==> src/rtl/pipemdu.sv <==
// Iterative multiply/divide unit with architectural HI/LO for the execute stage.
// One shift-add or restoring-divide step per clock; stalls the front of the pipe while busy.
module pipemdu #(
  parameter int              XLEN    = 32,
  parameter logic [XLEN-1:0] DIV0_LO = {XLEN{1'b1}}
) (
  input  logic            clock,
  input  logic            resetn,
  input  logic            estart,
  input  logic [1:0]      emdop,
  input  logic [XLEN-1:0] ea,
  input  logic [XLEN-1:0] eb,
  input  logic            ewhi,
  input  logic            ewlo,
  output logic [XLEN-1:0] hi,
  output logic [XLEN-1:0] lo,
  output logic            mdubusy,
  output logic            mdudone
);

  localparam int CW = $clog2(XLEN);
  localparam logic [CW-1:0] LAST_CNT = CW'(XLEN - 1);

  typedef enum logic [1:0] {
    IDLE = 2'd0,
    CALC = 2'd1,
    FIX  = 2'd2
  } state_t;

  state_t            state_q, state_d;
  logic [CW-1:0]     cnt_q, cnt_d;
  logic [2*XLEN-1:0] acc_q, acc_d;
  logic [XLEN-1:0]   opnd_q, opnd_d;
  logic [XLEN-1:0]   dvd_q, dvd_d;
  logic              is_div_q, is_div_d;
  logic              neg_res_q, neg_res_d;
  logic              neg_rem_q, neg_rem_d;
  logic              div0_q, div0_d;
  logic [XLEN-1:0]   hi_q, hi_d;
  logic [XLEN-1:0]   lo_q, lo_d;
  logic              done_q, done_d;

  logic              op_div, op_signed, op_div0;
  logic [XLEN-1:0]   a_mag, b_mag;
  logic [XLEN:0]     mul_sum;
  logic [2*XLEN-1:0] mul_next;
  logic [XLEN:0]     div_shift, div_diff;
  logic              div_ge;
  logic [XLEN-1:0]   div_rem;
  logic [2*XLEN-1:0] div_next;
  logic [2*XLEN-1:0] prod_fix;
  logic [XLEN-1:0]   quo_fix, rem_fix;

  // acc holds {partial product, multiplier} for multiply and {remainder, dividend/quotient} for divide
  always_comb begin
    op_div    = emdop[1];
    op_signed = emdop[0];
    op_div0   = op_div && (eb == '0);
    a_mag     = (op_signed && ea[XLEN-1]) ? (~ea + 1'b1) : ea;
    b_mag     = (op_signed && eb[XLEN-1]) ? (~eb + 1'b1) : eb;

    mul_sum   = {1'b0, acc_q[2*XLEN-1:XLEN]} + {1'b0, (acc_q[0] ? opnd_q : {XLEN{1'b0}})};
    mul_next  = {mul_sum, acc_q[XLEN-1:1]};

    div_shift = acc_q[2*XLEN-1:XLEN-1];
    div_diff  = div_shift - {1'b0, opnd_q};
    div_ge    = (div_shift >= {1'b0, opnd_q});
    div_rem   = div_ge ? div_diff[XLEN-1:0] : div_shift[XLEN-1:0];
    div_next  = {div_rem, acc_q[XLEN-2:0], div_ge};

    prod_fix  = neg_res_q ? (~acc_q + 1'b1) : acc_q;
    quo_fix   = neg_res_q ? (~acc_q[XLEN-1:0] + 1'b1) : acc_q[XLEN-1:0];
    rem_fix   = neg_rem_q ? (~acc_q[2*XLEN-1:XLEN] + 1'b1) : acc_q[2*XLEN-1:XLEN];
  end

  always_comb begin
    state_d   = state_q;
    cnt_d     = cnt_q;
    acc_d     = acc_q;
    opnd_d    = opnd_q;
    dvd_d     = dvd_q;
    is_div_d  = is_div_q;
    neg_res_d = neg_res_q;
    neg_rem_d = neg_rem_q;
    div0_d    = div0_q;
    hi_d      = hi_q;
    lo_d      = lo_q;
    done_d    = 1'b0;

    case (state_q)
      IDLE: begin
        if (estart) begin
          is_div_d  = op_div;
          neg_res_d = op_signed && (ea[XLEN-1] ^ eb[XLEN-1]);
          neg_rem_d = op_signed && ea[XLEN-1];
          div0_d    = op_div0;
          dvd_d     = ea;
          opnd_d    = op_div ? b_mag : a_mag;
          acc_d     = {{XLEN{1'b0}}, (op_div ? a_mag : b_mag)};
          cnt_d     = '0;
          state_d   = op_div0 ? FIX : CALC;
        end else begin
          if (ewhi) hi_d = ea;
          if (ewlo) lo_d = ea;
        end
      end
      CALC: begin
        acc_d = is_div_q ? div_next : mul_next;
        cnt_d = cnt_q + 1'b1;
        if (cnt_q == LAST_CNT) state_d = FIX;
      end
      FIX: begin
        if (div0_q) begin
          hi_d = dvd_q;
          lo_d = DIV0_LO;
        end else if (is_div_q) begin
          hi_d = rem_fix;
          lo_d = quo_fix;
        end else begin
          hi_d = prod_fix[2*XLEN-1:XLEN];
          lo_d = prod_fix[XLEN-1:0];
        end
        done_d  = 1'b1;
        state_d = IDLE;
      end
      default: state_d = IDLE;
    endcase
  end

  always_ff @(posedge clock or negedge resetn) begin
    if (!resetn) begin
      state_q   <= IDLE;
      cnt_q     <= '0;
      acc_q     <= '0;
      opnd_q    <= '0;
      dvd_q     <= '0;
      is_div_q  <= 1'b0;
      neg_res_q <= 1'b0;
      neg_rem_q <= 1'b0;
      div0_q    <= 1'b0;
      hi_q      <= '0;
      lo_q      <= '0;
      done_q    <= 1'b0;
    end else begin
      state_q   <= state_d;
      cnt_q     <= cnt_d;
      acc_q     <= acc_d;
      opnd_q    <= opnd_d;
      dvd_q     <= dvd_d;
      is_div_q  <= is_div_d;
      neg_res_q <= neg_res_d;
      neg_rem_q <= neg_rem_d;
      div0_q    <= div0_d;
      hi_q      <= hi_d;
      lo_q      <= lo_d;
      done_q    <= done_d;
    end
  end

  assign hi      = hi_q;
  assign lo      = lo_q;
  assign mdubusy = (state_q != IDLE);
  assign mdudone = done_q;

endmodule

==> config.mk <==
export PLATFORM = sky130hd
export DESIGN_NAME = pipemdu
export DESIGN_NICKNAME = d
export VERILOG_FILES = /design/src/rtl/pipemdu.sv
export SDC_FILE = /design/constraint.sdc
export NUM_CORES = 1
export LEC_CHECK = 0
export BUFFER_PORTS_ARGS = -buffer_cell sky130_fd_sc_hd__clkbuf_2
export CAP_MARGIN = 20
export CELL_PAD_IN_SITES_DETAIL_PLACEMENT = 1
export CELL_PAD_IN_SITES_GLOBAL_PLACEMENT = 2
export CORE_MARGIN = 1.5
export CORE_UTILIZATION = 36
export CTS_CLUSTER_DIAMETER = 200
export CTS_CLUSTER_SIZE = 12
export DETAILED_ROUTE_END_ITERATION = 12
export PLACE_DENSITY = 0.88
export SKIP_CTS_REPAIR_TIMING = 1
export SYNTH_ARGS = -nofsm -noshare
export SYNTH_HDL_FRONTEND = slang
export SYNTH_SLANG_ARGS = --single-unit
export TNS_END_PERCENT = 10
==> constraint.sdc <==
create_clock -name clock -period 4.7 [get_ports clock]
set_input_delay 0.705 -clock clock [delete_from_list [all_inputs] [get_ports clock]]
set_output_delay 0.705 -clock clock [all_outputs]
set_load 0.05 [all_outputs]
# Word-level counts from Yosys, hierarchy flattened
# Cells that the tools add are included.
# W data, S select, Z words.
# classes
add_sub_neg	8
n_lt_le_gt_ge	1
n_eq_ne	8
mux	29
bitwise	6
reduce_logical	14
# op_table
operator	n
$mux W32	16
$mux W64	3
$add A32 B1 Y32 const B	4
$not A32 Y32	4
$pmux W32 S2	2
$pmux W64 S2	1
$add A64 B1 Y64 const B	1
$not A64 Y64	1
$add A32 B32 Y33	1
$ge A33 B32 Y1	1
$logic_not A32 Y1	1
$sub A32 B32 Y32	1
$ne A2 B2 Y1 const B	5
$pmux W5 S2	1
$mux W2	3
$reduce_and A2 Y1	3
$reduce_and A3 Y1	2
$reduce_bool A2 Y1	3
$add A5 B1 Y5 const B	1
$eq A5 B5 Y1 const B	1
$mux W5	1
$logic_and A1 B1 Y1	4
$pmux W2 S2	1
$eq A2 B1 Y1 const B	1
4 further kinds	4
# totals
register_bits	204
output_inout_bits	66

# Longest topological paths before layout
# Gate-level depths: netlist of run 1.
# depth
ltp_word	6
mapped_depth	15

# Least setup slack after synthesis of run 1
# No wires, ideal clock.
# synth_timing
kind	register -> register
startpoint	register acc_q[0]
endpoint	register acc_q[62]
setup_ps	104
arrival_time_ps	3329
path_slack_ps	1267
stages_incl_launch_ff	15
path_buffers	2
synth_period_minus_slack_ps	3433
path_cell_list	dfrtp_1 -> inv_1 -> clkbuf_1 -> nor2_1 -> ha_1 -> clkbuf_1 -> nand4_1 -> or3_1 -> or3_1 -> a21oi_1 -> o41ai_1 -> o21ai_0 -> a311oi_1 -> xor2_1 -> a221oi_1
# synth_between
elab_chain_len	4
# synth_rtl
item	line_no	text
start: declaration	32	logic [2*XLEN-1:0] acc_q, acc_d;
start signal: assignment	134	acc_q <= '0;
start signal: assignment	147	acc_q <= acc_d;
$mux W32	62	mul_sum = {1'b0, acc_q[2*XLEN-1:XLEN]} + {1'b0, (acc_q[0] ? opnd_q : {XLEN{1'b0}})};
$add A32 B32 Y33	62	
$mux W64	108	acc_d = is_div_q ? div_next : mul_next;
$pmux W64 S2	90	case (state_q)
# No other way between the ends.
# A chain may end at the register's enable or synchronous reset.

# Worst setup path after layout of run 1
# Same ends and word-level chain as after synthesis.

==> results of run 1 <==
[registers in the layout (all words and copies together) (netlist names)]
name,flops
acc_q,64
dvd_q,32
hi,32
lo,32
opnd_q,32
cnt_q,5
state_q,2
div0_q,1
is_div_q,1
mdudone,1
neg_rem_q,1
neg_res_q,1
[worst max-delay path by stage]
stage | from | to | slack [ns]
4_1_cts | acc_q[0] | acc_q[62] | 0.75
3_5_place_dp | ea[13] | acc_q[31] | 0.70
3_3_place_gp | ea[13] | acc_q[31] | 0.75
5_1_grt | acc_q[0] | acc_q[62] | 0.57
2_1_floorplan | acc_q[0] | acc_q[62] | 1.27
6_report | acc_q[0] | acc_q[62] | 0.73
[cells by family after synthesis]
logic type | synth area share (%)
AND/OR/NAND/NOR | 19.68
AO/OA/AOI/OAI | 25.45
buffers and inverters | 5.139
flip-flops | 31.58
XOR/XNOR | 9.372
adder cells (fa/ha/maj) | 5.665
multiplexers | 3.119
[metrics by stage]
step / hold WS, ns / setup slack, ns / power [mW] / std cells / instance area (um^2)
finish: 0.2310 / 0.7343 / 15.66 / 2720 / 17840
global route: 0.2898 / 0.5721 / 16.73 / 2720 / 17840
CTS: 0.2673 / 0.7470 / 15.56 / 2720 / 17840
detailed placement: 0.4671 / 0.6963 / 14.04 / 2698 / 17320
global placement: 0.4576 / 0.7462 / 13.71 / 2698 / 17320
floorplan: 0.4094 / 1.267 / 10.83 / 2083 / 16170
[worst max-delay path, cell delays in order, from the launching register on]
cell and delay, ns:
dfrtp_1 0.38, inv_1 0.38, buf_4 0.32, nor2_1 0.07, ha_1 0.37, nand2_1 0.10
or3_1 0.39, or3_1 0.35, a21oi_1 0.22, o41ai_1 0.13, o21ai_0 0.47, a311oi_1 0.20
xor2_1 0.17, a221oi_1 0.29
[layout make-up]
| class | instances | area share, % |
|---|---|---|
| multi-input combinational | 1664 | 57.47 |
| sequential | 204 | 28.61 |
| timing repair buffer | 169 | 5.392 |
| tap | 592 | 4.151 |
| clock buffer | 21 | 2.826 |
| inverter | 69 | 1.451 |
| clock inverter | 1 | 0.09115 |
[layer usage]
layer,GRT usage (%),wire length (um),vias to the layer above,share of wire [%]
met2,44.84,30030,510,45
met3,2.873,3709,94,5.6
met4,10.23,2535,0,3.8
li1,-,-,7557,-
met5,0,0,-,0
met1,38.91,29960,8139,45
[power groups by stage]
stage               combinational [mW]  sequential (mW)  clock (mW)
floorplan                         6.63             4.20           0
global placement                  10.0             3.70           0
detailed placement                10.3             3.76           0
CTS                               10.3             3.73        1.50
global route                      11.3             3.86        1.55
finish                            10.4             3.76        1.49
[placed cells by master, fill, tap and decap left out, types with 68 or more instances in the layout]
cell type    n
o21ai_0    210
a21oi_1    163
nor2_1     170
inv_1       68
xor2_1      69
nand2_1    304
clkbuf_2   135
ha_1        70
xnor2_1    104
dfrtp_1    203
==> metrics.log, run 1 <==
INFO  metric outcome = complete, no violations
INFO  metric power_density = 877.5 nW/um^2
INFO  metric pwr-share-seq = 24.0%
INFO  metric synth_largest_type_area_fraction = 31.58%
INFO  metric timing.setup.tns = 0 ns
INFO  metric synthDistinctLibCells = 73
INFO  metric leading_cell_types_by_count_after_synthesis = 304 x nand2_1, 210 x o21ai_0, 204 x dfrtp_1
INFO  metric count_leader_synth = nand2_1
INFO  metric p_sw = 8.530 mW
INFO  metric dieHeight = 214.9 um
INFO  metric multi_input_area = 10260 um^2
INFO  metric gp_congestion = 0.9237
INFO  metric worst-r2r-setup-slack = 0.73 ns
INFO  metric rr_startpoint = acc_q[0]
INFO  metric combinationalPowerShare = 66.5%
INFO  metric maxSlewHeadroom = 32.32%
INFO  metric startpoint_type = flip-flop
INFO  metric routed_wire_length_per_instance = 24.35 um
INFO  metric irDropWorstVdd = 0.0003960 V
INFO  metric cells_after_synth = 2083
INFO  metric portBuffers = 136
INFO  metric antenna_violating_nets_post_route = 0
INFO  metric timing.reg2reg.worst_path_depth = 13
INFO  metric antenna_cells = 0
INFO  metric totalWireLength = 66.24 mm
INFO  metric worst_setup_path_end_kind = flip-flop
INFO  metric critical_path.max_fanout = 15
INFO  metric setup_repair_after_global_routing_missed_its_margin = no
INFO  metric synthTopCellsByArea = dfrtp_1 32%, nand2_1 7.1%, o21ai_0 6.5%
INFO  metric floorplan.die_area = 46190 um^2
INFO  metric clockRootBuffer = clkbuf_16
INFO  metric final-seq-area = 5106 um^2
INFO  metric vias_per_cell = 5.993
INFO  metric number_of_enable_flip_flop_cells_after_synthesis = 0
INFO  metric internal_power = 7.129 mW
INFO  metric max_cap_violations = 0
INFO  metric floorplan.rows = 77
INFO  metric grt_max_degree = 91
INFO  metric mappedNetlistArea = 16170 um^2
INFO  metric tritoncts_num_sinks = 204
INFO  metric die_w = 214.9 um
INFO  metric first_iter_violations = 1543
INFO  metric share_of_cells_above_drive_strength_1 = 10.20%
INFO  metric yosys_register_bits = 204
INFO  metric cp.required = 5.12 ns
INFO  metric iteration_count_of_the_initial_detailed_routing_pass = 6
INFO  metric utilization = 40.35%
INFO  metric start_util = 36.56%
INFO  metric route.detailed.drc = 0
INFO  metric first_global_vias = 16.31k
INFO  metric antenna_found_initial = 1
INFO  metric nFillCells = 5420
INFO  metric cp_data_arrival_time = 4.38 ns
INFO  metric grt_overflow = 0
INFO  metric dominantRegCellSynth = dfrtp_1
INFO  metric num_io_pins = 137
INFO  metric fin_crit_sh = 84.38%
INFO  metric cts_tree = done
INFO  metric fin_nets = 2271
INFO  metric clock_path_buffers = 3
INFO  metric synthArstFlopShare = 100.0%
INFO  metric synth_largest_area_cell = dfrtp_1
INFO  metric final_period_minus_worst_setup_slack = 3.966 ns
INFO  metric number_of_failing_hold_endpoints_at_the_final_stage = 0
INFO  metric yosysSeqAreaShare = 31.58%
INFO  metric clkPwrFrac = 9.5%
INFO  metric floorplan.core_area = 44220 um^2
INFO  metric cts.reportedPaths.clkPinSlew = 0.07 ns
INFO  metric grt_pass1_wl = 100.7 mm
INFO  metric cts_inserted_buffers = 20
INFO  metric fmax = 252.2 MHz
INFO  metric critical_path_class = flip-flop to flip-flop
INFO  metric worst-slew-pin-transition = 1.015 ns
INFO  metric worstReg2RegEnd = acc_q[62]
INFO  metric cellLeakagePower = 7.719 nW
INFO  metric clock_insertion_delay_worst_skew = 0.54 ns
INFO  metric avgSynthCellArea = 7.761 um^2
INFO  metric post-dp-hpwl = 51.46 mm
INFO  metric worst_clock_skew = 0.03928 ns
INFO  metric setup_violations = 0
INFO  metric synth_net_count = 2226
INFO  metric switching_part_of_the_total = 54.47%
INFO  metric cts_htree_levels = 1
INFO  metric yosys_warnings = 0
INFO  metric area_delta_synth_final = 10.38%
INFO  metric grt_usage = 27.97%
INFO  metric finalMaxSlewViolations = 0
INFO  metric routed-via-count = 16.30k
INFO  metric hold_path_class = primary input to async pin
(Power assumes the default switching activity.)
==> run 2: changes to the inputs <==
- CORE_UTILIZATION: 36 -> 33
- PLACE_DENSITY: 0.88 -> 0.85
- clock period: 4.7 -> 3.5 ns (I/O delays scaled with it)
==> run 2 against run 1 <==
Effect of this change: routed wire length is 7.2% higher; worst setup slack worse by 0.63 ns; total power is 45% higher; sequential power is 25% higher; global-route usage is 0.48 points lower; clock-buffer cell count is 1 higher; non-clock buffer count is 160 higher; final area is 7.7% higher; worst hold slack worse by 0.17 ns; critical path depth is 3 lower; sequential share of layout area is 2.0 points lower; cell count is 6.7% higher.
==> metrics.log, run 2 (synthesized netlist as in run 1, its figures left out) <==
INFO  metric finalMaxSlewViolations = 0 (unchanged)
INFO  metric layout.cells.most_common_list = 303 x nand2_1, 206 x o21ai_0, 202 x dfrtp_1
INFO  metric timing.reg2reg.worst_path_depth = 10 (-3)
INFO  metric max_cap_violations = 0 (unchanged)
INFO  metric route.detailed.drc = 0 (unchanged)
INFO  metric layout.cells.most_common = nand2_1
INFO  metric antenna_found_initial = 0 (-1)
INFO  metric clock_path_buffers = 3 (unchanged)
INFO  metric cts_inserted_buffers = 20 (unchanged)
INFO  metric setup_violations = 0 (unchanged)
INFO  metric fmax = 294.7 MHz (+17%)
INFO  metric floorplan.core_area = 48050 um^2 (+8.6%)
INFO  metric tritoncts_num_sinks = 204 (unchanged)
INFO  metric antenna_cells = 0 (unchanged)
INFO  metric gp_congestion = 0.9960 (+7.8%)
INFO  metric vias_per_cell = 5.924 (-1.1%)
INFO  metric timing.setup.tns = 0 ns (unchanged)
INFO  metric share_of_cells_above_drive_strength_1 = 17.22% (+7.0 points)
INFO  metric cp.required = 3.91 ns (-1.21 ns)
INFO  metric irDropWorstVdd = 0.0003462 V (-13%)
INFO  metric outcome = complete, no violations
INFO  metric cellLeakagePower = 8.545 nW (+11%)
INFO  metric slowest_delay = 0.52 ns (+0.05 ns)
INFO  metric die_w = 224.3 um (+4.4%)
INFO  metric maxSlewHeadroom = 31.98% (-0.34 points)
INFO  metric worst_setup_path_end_kind = flip-flop
INFO  metric floorplan.die_area = 50330 um^2 (+9.0%)
INFO  metric cp_data_arrival_time = 3.80 ns (-0.58 ns)
INFO  metric first_global_vias = 17.26k (+5.8%)
INFO  metric fin_nets = 2431 (+7.0%)
INFO  metric dieHeight = 224.3 um (+4.4%)
INFO  metric post-dp-hpwl = 55.27 mm (+7.4%)
INFO  metric fin_crit_sh = 96.94% (+13 points)
INFO  metric routed_wire_length_per_instance = 24.46 um (+0.44%)
INFO  metric iteration_count_of_the_initial_detailed_routing_pass = 7 (+1)
INFO  metric grt_max_degree = 84 (-7.7%)
INFO  metric grt_overflow = 0 (unchanged)
INFO  metric grt_pass1_wl = 106.6 mm (+5.9%)
INFO  metric antenna_violating_nets_post_route = 0 (unchanged)
INFO  metric placed_area = 18500 um^2 (+6.8%)
INFO  metric setup.worst_path.end = hi[19]
INFO  metric number_of_failing_hold_endpoints_at_the_final_stage = 0 (unchanged)
INFO  metric start_util = 33.65% (-2.9 points)
INFO  metric grt_usage = 27.48% (-0.48 points)
INFO  metric clockRootBuffer = clkbuf_16
INFO  metric setup_ws = 0.1072 ns (-0.6272 ns)
INFO  metric cts_htree_levels = 1 (unchanged)
INFO  metric worst_path_max_delay_cell = or4b_4
INFO  metric design_power_total = 22.72 mW (+45%)
INFO  metric portBuffers = 136 (unchanged)
INFO  metric holdWs = 0.06483 ns (-0.1662 ns)
INFO  metric worstReg2RegEnd = hi[19]
INFO  metric power_density = 1182 nW/um^2 (+35%)
INFO  metric path_cells = or2_1, or4_1, or4b_4, or3_4, or3_4, or2_4, o21ai_2, a21oi_1, xnor2_1, o21ai_1
INFO  metric critical_path.most_common_cell = or3_4
INFO  metric worst-slew-pin-transition = 1.020 ns (+0.005079 ns)
INFO  metric critical_path_class = flip-flop to flip-flop
INFO  metric largest_register_ff_count = 64 (unchanged)
INFO  metric first_iter_violations = 1578 (+2.3%)
INFO  metric worst_clock_skew = 0.05004 ns (+0.01076 ns)
INFO  metric critical_path.max_fanout = 7 (-8)
INFO  metric area_delta_synth_final = 18.88%
INFO  metric worst-r2r-setup-slack = 0.11 ns (-0.63 ns)
INFO  metric startpoint_type = flip-flop
INFO  metric routed-via-count = 17.20k (+5.5%)
INFO  metric timing.critical_path.from = acc_q[0]
INFO  metric totalWireLength = 71.01 mm (+7.2%)
INFO  metric top_register = acc_q
INFO  metric floorplan.rows = 80 (+3.9%)
INFO  metric placement.setup.worst_slack = -0.2080 ns (-0.9043 ns)
INFO  metric cts_tree = done
INFO  metric num_io_pins = 137 (unchanged)
INFO  metric cts.reportedPaths.clkPinSlew = 0.06 ns (about the same)
INFO  metric hold_path_class = primary input to async pin
INFO  metric clock_insertion_delay_worst_skew = 0.56 ns (+0.02 ns)
INFO  metric final_period_minus_worst_setup_slack = 3.393 ns (-0.5728 ns)
INFO  metric rr_startpoint = acc_q[0]
INFO  metric final_cell_area = 19220 um^2 (+7.7%)
## run 2: cell count changes in the layout (fill, tap and decap cells not counted), moves of 3 or more
cell / change
buf_4: +155
o21ai_0: -4
a21oi_1: -3
o21ai_1: +3
## run 2: cell type report
| type | instances | area (um^2) |
|---|---|---|
| well taps | 615 | 769.5 |
| fillers | 5828 | 28830 |
| flip-flops and latches | 204 | 5107 |
| multi-input cells | 1664 | 10360 |
| inverters | 69 | 259.0 |
| repair buffers | 329 | 2193 |
| clock buffers | 22 | 529.3 |
## run 2: worst min-delay path by stage
stage	start	slack, ns	end	cells past startpoint
finish	resetn	0.06	lo[9]	1
global route	resetn	0.09	lo[9]	1
CTS	resetn	0.07	opnd_q[26]	1
detailed placement	lo[30]	0.47	lo[30]	2
global placement	dvd_q[13]	0.46	dvd_q[13]	2
floorplan	resetn	0.23	acc_q[0]	0
## run 2: per-stage QoR
stage               instances  utilization [%]
floorplan                2083                -
global placement         2870            38.50
detailed placement       2870            38.50
CTS                      2892            39.60
global route             2903            40.00
finish                   2903            40.00
## run 2: critical path, delay by kind of cell (launching register included)
family | cells | cell delay (ns)
AO/OA/AOI/OAI | 3 | 0.33
flip-flops | 1 | 0.47
AND/OR/NAND/NOR | 6 | 2.33
XOR/XNOR | 1 | 0.14
## run 2: power breakdown
part / switching [mW] / leakage [nW] / total, mW / internal, mW
clock network: 0.995 / 0.260 / 2.05 / 1.06
logic: 9.95 / 5.83 / 16.0 / 6.03
registers: 1.15 / 2.46 / 4.69 / 3.54
total: 12.1 / 8.54 / 22.7 / 10.6
## run 2: routing by layer
metal	GRT usage, %	vias to the layer above	part of all wire, %
met5	0	-	0
met4	13.60	0	5.3
met3	2.378	125	5.2
met2	43.69	560	45
met1	37.50	8655	44
li1	-	7858	-
